--- config.mk ---
export PLATFORM = sky130hd
export DESIGN_NAME = id_ctrl_pipe
export DESIGN_NICKNAME = d
export VERILOG_FILES = /design/src/rtl/id_ctrl_pipe.sv
export SDC_FILE = /design/constraint.sdc
export NUM_CORES = 1
export LEC_CHECK = 0
export ABC_AREA = 1
export BUFFER_PORTS_ARGS = -buffer_cell sky130_fd_sc_hd__clkbuf_2
export CAP_MARGIN = 20
export CORE_UTILIZATION = 55
export DETAILED_ROUTE_END_ITERATION = 7
export PLACE_DENSITY = 0.89
export SKIP_CTS_REPAIR_TIMING = 1
export SLEW_MARGIN = 5
export SYNTH_ARGS = -nofsm -noshare
export SYNTH_HDL_FRONTEND = slang
export SYNTH_SLANG_ARGS = --single-unit
--- constraint.sdc ---
create_clock -name i_clk -period 3.2 [get_ports i_clk]
set_input_delay 0.32 -clock i_clk [delete_from_list [all_inputs] [get_ports i_clk]]
set_output_delay 0.32 -clock i_clk [all_outputs]
set_load 0.005 [all_outputs]
--- src/rtl/id_ctrl_pipe.sv ---
// RV32I decode stage: combinational decode of the fetched instruction feeding a registered
// ID/EX control register, with a shift-register load-use scoreboard and a saturating stall counter.
module id_ctrl_pipe #(
  parameter int unsigned LOAD_USE_LAT = 1,
  parameter int unsigned CNT_W        = 16
) (
  input  logic             i_clk,
  input  logic             i_rst,
  input  logic [31:0]      i_inst,
  input  logic             i_valid,
  output logic             o_ready,
  input  logic             i_ex_ready,
  input  logic             i_flush,
  output logic             o_valid,
  output logic [31:0]      o_inst,
  output logic [5:0]       o_format,
  output logic [2:0]       o_opsel,
  output logic             o_sub,
  output logic             o_unsigned,
  output logic             o_arith,
  output logic             o_rd_wen,
  output logic             o_mem_wen,
  output logic             o_mem_to_reg,
  output logic             o_alu_src_2,
  output logic             o_alu_src1,
  output logic             o_u_load0,
  output logic [1:0]       o_sbhw_sel,
  output logic [1:0]       o_lbhw_sel,
  output logic             o_l_unsigned,
  output logic             o_is_branch,
  output logic             o_is_jal,
  output logic             o_is_jalr,
  output logic             o_is_jump,
  output logic             o_illegal,
  output logic [CNT_W-1:0] o_stall_cnt
);

  typedef enum logic [6:0] {
    OP_R      = 7'b0110011,
    OP_IMM    = 7'b0010011,
    OP_LOAD   = 7'b0000011,
    OP_JALR   = 7'b1100111,
    OP_STORE  = 7'b0100011,
    OP_BRANCH = 7'b1100011,
    OP_LUI    = 7'b0110111,
    OP_AUIPC  = 7'b0010111,
    OP_JAL    = 7'b1101111
  } opcode_e;

  typedef struct packed {
    logic [5:0] format;
    logic [2:0] opsel;
    logic       sub;
    logic       uns;
    logic       arith;
    logic       rd_wen;
    logic       mem_wen;
    logic       mem_to_reg;
    logic       alu_src_2;
    logic       alu_src1;
    logic       u_load0;
    logic [1:0] sbhw_sel;
    logic [1:0] lbhw_sel;
    logic       l_unsigned;
    logic       is_branch;
    logic       is_jal;
    logic       is_jalr;
    logic       is_jump;
    logic       illegal;
  } ctrl_t;

  logic [6:0] opcode;
  logic [2:0] funct3;
  logic [6:0] funct7;
  logic [4:0] rd, rs1, rs2;

  assign opcode = i_inst[6:0];
  assign funct3 = i_inst[14:12];
  assign funct7 = i_inst[31:25];
  assign rd     = i_inst[11:7];
  assign rs1    = i_inst[19:15];
  assign rs2    = i_inst[24:20];

  logic is_r, is_imm, is_load, is_jalr, is_s, is_b, is_u, is_jal, is_i;
  logic illegal, use_rs1, use_rs2;
  ctrl_t dec;

  always_comb begin
    is_r    = (opcode == OP_R);
    is_imm  = (opcode == OP_IMM);
    is_load = (opcode == OP_LOAD);
    is_jalr = (opcode == OP_JALR);
    is_s    = (opcode == OP_STORE);
    is_b    = (opcode == OP_BRANCH);
    is_u    = (opcode == OP_LUI) || (opcode == OP_AUIPC);
    is_jal  = (opcode == OP_JAL);
    is_i    = is_imm | is_load | is_jalr;

    illegal = !(is_r | is_i | is_s | is_b | is_u | is_jal);
    if (is_load && (funct3 == 3'b011 || funct3 == 3'b110 || funct3 == 3'b111)) illegal = 1'b1;
    if (is_s && funct3 >= 3'b011) illegal = 1'b1;
    if (is_b && (funct3 == 3'b010 || funct3 == 3'b011)) illegal = 1'b1;
    if (is_jalr && funct3 != 3'b000) illegal = 1'b1;
    if (is_r && !(funct7 == 7'b0000000 ||
                  (funct7 == 7'b0100000 && (funct3 == 3'b000 || funct3 == 3'b101))))
      illegal = 1'b1;
    // Shift-immediates: slli needs funct7=0, srli/srai allow 0 or 0100000.
    if (is_imm && funct3 == 3'b001 && funct7 != 7'b0000000) illegal = 1'b1;
    if (is_imm && funct3 == 3'b101 && !(funct7 == 7'b0000000 || funct7 == 7'b0100000))
      illegal = 1'b1;

    use_rs1 = is_r | is_s | is_b | is_i;
    use_rs2 = is_r | is_s | is_b;

    dec            = '0;
    dec.format     = {is_jal, is_u, is_b, is_s, is_i, is_r};
    dec.opsel      = (is_r | is_i) ? funct3 : 3'b000;
    dec.sub        = is_r ? i_inst[30] : is_b;
    dec.arith      = (is_r | is_i) & (funct3 == 3'b101) & i_inst[30];
    dec.uns        = (is_r | is_i) ? (funct3 == 3'b011) : (is_b & funct3[1]);
    dec.rd_wen     = !(is_s | is_b) & !illegal;
    dec.mem_wen    = is_s & !illegal;
    dec.mem_to_reg = is_load;
    dec.alu_src_2  = is_r | is_b;
    dec.alu_src1   = is_u;
    dec.u_load0    = is_u & i_inst[5];
    dec.sbhw_sel   = is_s ? funct3[1:0] : 2'b00;
    dec.lbhw_sel   = is_load ? funct3[1:0] : 2'b00;
    dec.l_unsigned = is_load & funct3[2];
    dec.is_branch  = is_b & !illegal;
    dec.is_jal     = is_jal & !illegal;
    dec.is_jalr    = is_jalr & !illegal;
    dec.is_jump    = (is_jal | is_jalr) & !illegal;
    dec.illegal    = illegal;
  end

  logic [LOAD_USE_LAT-1:0]      sb_v;
  logic [LOAD_USE_LAT-1:0][4:0] sb_rd;
  logic hit, hazard, push_v;

  always_comb begin
    hit = 1'b0;
    for (int unsigned k = 0; k < LOAD_USE_LAT; k++) begin
      if (sb_v[k] && ((use_rs1 && rs1 != 5'd0 && sb_rd[k] == rs1) ||
                      (use_rs2 && rs2 != 5'd0 && sb_rd[k] == rs2)))
        hit = 1'b1;
    end
  end

  assign hazard  = i_valid & hit;
  assign o_ready = i_ex_ready & ~hazard & ~i_rst;
  assign push_v  = i_valid & ~hazard & is_load & ~illegal & (rd != 5'd0);

  logic        valid_q;
  logic [31:0] inst_q;
  ctrl_t       ctrl_q;

  always_ff @(posedge i_clk) begin
    if (i_rst) begin
      valid_q <= 1'b0;
      inst_q  <= '0;
      ctrl_q  <= '0;
      sb_v    <= '0;
      sb_rd   <= '0;
    end else if (i_flush) begin
      valid_q <= 1'b0;
      sb_v    <= '0;
    end else if (i_ex_ready) begin
      valid_q  <= i_valid & ~hazard;
      inst_q   <= i_inst;
      ctrl_q   <= dec;
      sb_v[0]  <= push_v;
      sb_rd[0] <= rd;
      for (int unsigned k = 1; k < LOAD_USE_LAT; k++) begin
        sb_v[k]  <= sb_v[k-1];
        sb_rd[k] <= sb_rd[k-1];
      end
    end
  end

  logic [CNT_W-1:0] stall_cnt;

  always_ff @(posedge i_clk) begin
    if (i_rst)
      stall_cnt <= '0;
    else if (hazard && i_ex_ready && !i_flush && stall_cnt != '1)
      stall_cnt <= stall_cnt + CNT_W'(1);
  end

  assign o_valid      = valid_q;
  assign o_inst       = inst_q;
  assign o_format     = ctrl_q.format;
  assign o_opsel      = ctrl_q.opsel;
  assign o_sub        = ctrl_q.sub;
  assign o_unsigned   = ctrl_q.uns;
  assign o_arith      = ctrl_q.arith;
  assign o_rd_wen     = ctrl_q.rd_wen;
  assign o_mem_wen    = ctrl_q.mem_wen;
  assign o_mem_to_reg = ctrl_q.mem_to_reg;
  assign o_alu_src_2  = ctrl_q.alu_src_2;
  assign o_alu_src1   = ctrl_q.alu_src1;
  assign o_u_load0    = ctrl_q.u_load0;
  assign o_sbhw_sel   = ctrl_q.sbhw_sel;
  assign o_lbhw_sel   = ctrl_q.lbhw_sel;
  assign o_l_unsigned = ctrl_q.l_unsigned;
  assign o_is_branch  = ctrl_q.is_branch;
  assign o_is_jal     = ctrl_q.is_jal;
  assign o_is_jalr    = ctrl_q.is_jalr;
  assign o_is_jump    = ctrl_q.is_jump;
  assign o_illegal    = ctrl_q.illegal;
  assign o_stall_cnt  = stall_cnt;

endmodule

==> summary.txt <==
=======================================================================================
Setup-violating endpoint count in the final report                                    0
Ant. Diodes                                                                           0
Synth-to-Final Area Change                                                       22.01%
Max-capacitance violation count                                                       0
Flip-flop count of the largest register, all copies and words added                  28
Worst R2R Path Depth                                                                 11
Reg clk slew, reported paths                                                    0.09 ns
Mean area per synthesized cell                                               6.677 um^2
Fill cell total of the finished layout                                              531
Number of violations reported at the end of detailed-routing iteration 0            259
Vias per cell                                                                     5.482
Endpoint class of the critical path                                            register
Residual overflow from global routing                                                 0
Pin count of the biggest net entering global routing                                 65
Cells after Synth                                                                   544
Reg-to-reg slack, setup                                                         0.88 ns
Type of the setup path with the least slack                                register to register
Final standard cell area without fillers                                      4432 um^2
Final Util                                                                       0.6979
Final worst-path cycle share                                                     0.7244
Distinct cell type count of the synthesized netlist                                  33
Terminus of the critical flop-to-flop path                                 o_stall_cnt[3]$_SDFFE_PP0P_
Initial standard-cell utilization of the core                                    0.5720
Area of the multi-input gates                                                 1743 um^2
Buffer cell driving the clock tree root                                        clkbuf_8
Power per cell area                                                        451.3 nW/um^2
Sequence of cells on the critical path                                     inv_1, nand2_1, nand2_1, nor3_1, nand3_1, nand2_1, nand4_2, nor2_2, nand2_1, o21ai_0, nor2_1
Critical path launch point type                                                register
Result of the run                                                          finished clean
Number of storage elements in the synthesis netlist                                  77
Static power due to leakage                                                 0.002136 uW
Die extent in y                                                                83.27 um
Share of layout cells above drive strength 1                                     0.2171
Netlist Area Pre-Place                                                        3632 um^2
Total iterations of the first detailed-routing run                                    5
Wirelength per Cell                                                            13.62 um
Total number of H-tree levels                                                         3
Unrepaired setup endpoints after global routing                                      no
Cell count of the worst hold path                                                     3
Most area-hungry cell type in the Yosys netlist                                 dfxtp_1
Global-route wire length before repair                                         16900 um
Buffers added on ports                                                              114
Classification of the worst-slack hold path                                input pin to register
Core area                                                                     6350 um^2
Post-synth top area share                                                        0.4244
Hold worst-path end                                                        o_inst[27]$_SDFFE_PP0P_
Post-route DRC                                                                        0
Longest Clk Path Bufs                                                                 2
Overall die area                                                              6933 um^2
Maximum clock frequency                                                      0.4314 GHz
Sequential cell area                                                          1541 um^2
Final Critical Period                                                          2.318 ns
Number of enable flip-flop cells after synthesis                                      0
Number of nets in the synthesized netlist                                           582
Final net count                                                                     687
Share of flip-flops with an asynchronous set or reset after synthesis                 0
Arrival time reported for the critical path endpoint                            2.58 ns
Number of placement rows                                                             29
Yosys synthesis warning count                                                         0
Cell family contributing the most delay on the critical path               simple AND/OR/NAND/NOR gates
Gr usage total                                                                   0.2996
Hold Slack                                                                    0.2069 ns
Highest net fanout along the worst path                                              22
Launching point of the worst reg2reg path                                  sb_rd[1]$_SDFFE_PP0P_
Max Slew Vio Count                                                                    0
Detail Placement HPWL                                                           7294 um
Slew headroom                                                                    0.4814
Number of I/O pins                                                                  115
Dominant register cell in the synthesized netlist                               dfxtp_1
Routed vias                                                                        4007
Total clock buffers created by CTS                                                    9
Placed Instance Area                                                          4225 um^2
Number of buffer and inverter instances along the worst setup path                    1
Post-synthesis sequential area ratio                                             0.4244
Worst hold start                                                             i_inst[27]
Final Routed Wirelength                                                         9959 um
Dominant cells by area after synthesis                                     dfxtp_1, nand2_1, a21oi_1, nor2_1, inv_1
Final GP Congestion                                                              0.9490
Final TNS setup                                                                    0 ns
Least-Margin Pin Slew                                                         0.7770 ns
Horizontal extent of the die                                                   83.27 um
Cell type of the slowest stage on the worst timing path                          nor2_2
Number of global-route vias before repair                                          3874
Final clock skew                                                            0.005000 ns
Number of failing hold endpoints at the final stage                                   0
Post-route ant nets                                                                   0
Worst skew pair latency                                                         0.36 ns
Most Frequent Cell on Critical Path                                             nand2_1
Required time of the worst setup path                                           3.46 ns
CTS tree                                                                          built
Sink Count                                                                           77
Number of antenna violations at the first check in global routing                     0
Delay contributed by the slowest stage of the critical path                     0.61 ns
IR drop worst, VDD                                                            0.2985 mV
=======================================================================================
## layout by cell type (no fill, tap or decap), drive strengths merged
master | Yosys | routed
buf | 6 | 3
clkinvlp | 0 | 2
nand3b | 1 | 1
inv | 65 | 68
o211ai | 1 | 1
a21oi | 63 | 63
xnor2 | 3 | 3
and3 | 2 | 2
dfxtp | 77 | 77
o21a | 2 | 2
nor3 | 8 | 8
o31ai | 1 | 1
nor4 | 3 | 3
a311oi | 1 | 1
or2 | 1 | 1
a31oi | 2 | 2
a211oi | 1 | 1
nand3 | 38 | 38
o21ai | 39 | 39
nor2 | 78 | 78
ha | 1 | 1
bufinv | 0 | 1
clkbuf | 17 | 123
clkinv | 2 | 3
nand2 | 118 | 118
a221oi | 1 | 1
nand4 | 13 | 13
## cells in the mapped netlist, types with 3 or more instances
library cell,instances
nand4_1,12
o21ai_0,38
nor2_1,76
dfxtp_1,77
xnor2_1,3
inv_1,63
clkbuf_1,17
a21oi_1,62
nand3_1,38
nor4_1,3
nand2_1,118
nor3_1,8
## worst max path at each step
stage	slack, ns	from	to	cells after the start
4_1_cts	0.94	o_inst[11]$_SDFFE_PP0P_	o_stall_cnt[3]$_SDFFE_PP0P_	13
2_1_floorplan	1.51	o_stall_cnt[0]$_SDFFE_PP0P_	o_stall_cnt[1]$_SDFFE_PP0P_	11
6_report	0.88	sb_rd[1]$_SDFFE_PP0P_	o_stall_cnt[3]$_SDFFE_PP0P_	11
3_5_place_dp	0.81	i_inst[2]	o_stall_cnt[3]$_SDFFE_PP0P_	11
5_1_grt	0.54	o_inst[11]$_SDFFE_PP0P_	o_stall_cnt[3]$_SDFFE_PP0P_	13
3_3_place_gp	0.96	i_inst[2]	o_stall_cnt[3]$_SDFFE_PP0P_	11
## through the flow
stage	total power (uW)	instances	worst slack, ns
6_report	2000	731	0.8821
5_1_grt	2075	731	0.5374
4_1_cts	1999	731	0.9408
3_5_place_dp	1238	715	0.8137
3_3_place_gp	1228	715	0.9630
2_1_floorplan	1143	544	1.515
## area by class of cell
class | instances | share of cell area
clock inverters | 7 | 0.01863
flip-flops and latches | 77 | 0.3478
well taps | 77 | 0.02174
repair buffers | 117 | 0.1338
clock buffers | 9 | 0.02795
inverters | 67 | 0.05675
multi-input cells | 377 | 0.3933
## tightest hold or removal path: stages
cell	delay, ns
clkbuf_2	0.08
inv_1	0.07
a21oi_1	0.06
## layer usage
| layer | global-route usage | part of all wire |
|---|---|---|
| met2 | 0.5134 | 0.49 |
| met3 | 0.05765 | 0.061 |
| met1 | 0.3496 | 0.41 |
| met4 | 0.1693 | 0.037 |
| met5 | 0 | 0 |
## kinds of logic after synthesis
| group | after synthesis | synth area share |
|---|---|---|
| and+or+nand+nor | 262 | 0.3038 |
| adders and majority gates | 1 | 0.003444 |
| buffers and inverters | 90 | 0.09783 |
| xor gates and xnor gates | 3 | 0.007235 |
| DFF | 77 | 0.4244 |
| AOI/OAI and AO/OA | 111 | 0.1633 |
## where the power goes
group	switching (uW)	internal [uW]
combinational	134	75.8
clock	408	372
sequential	19.7	989
Note: power is estimated with default switching activity, not from simulation.
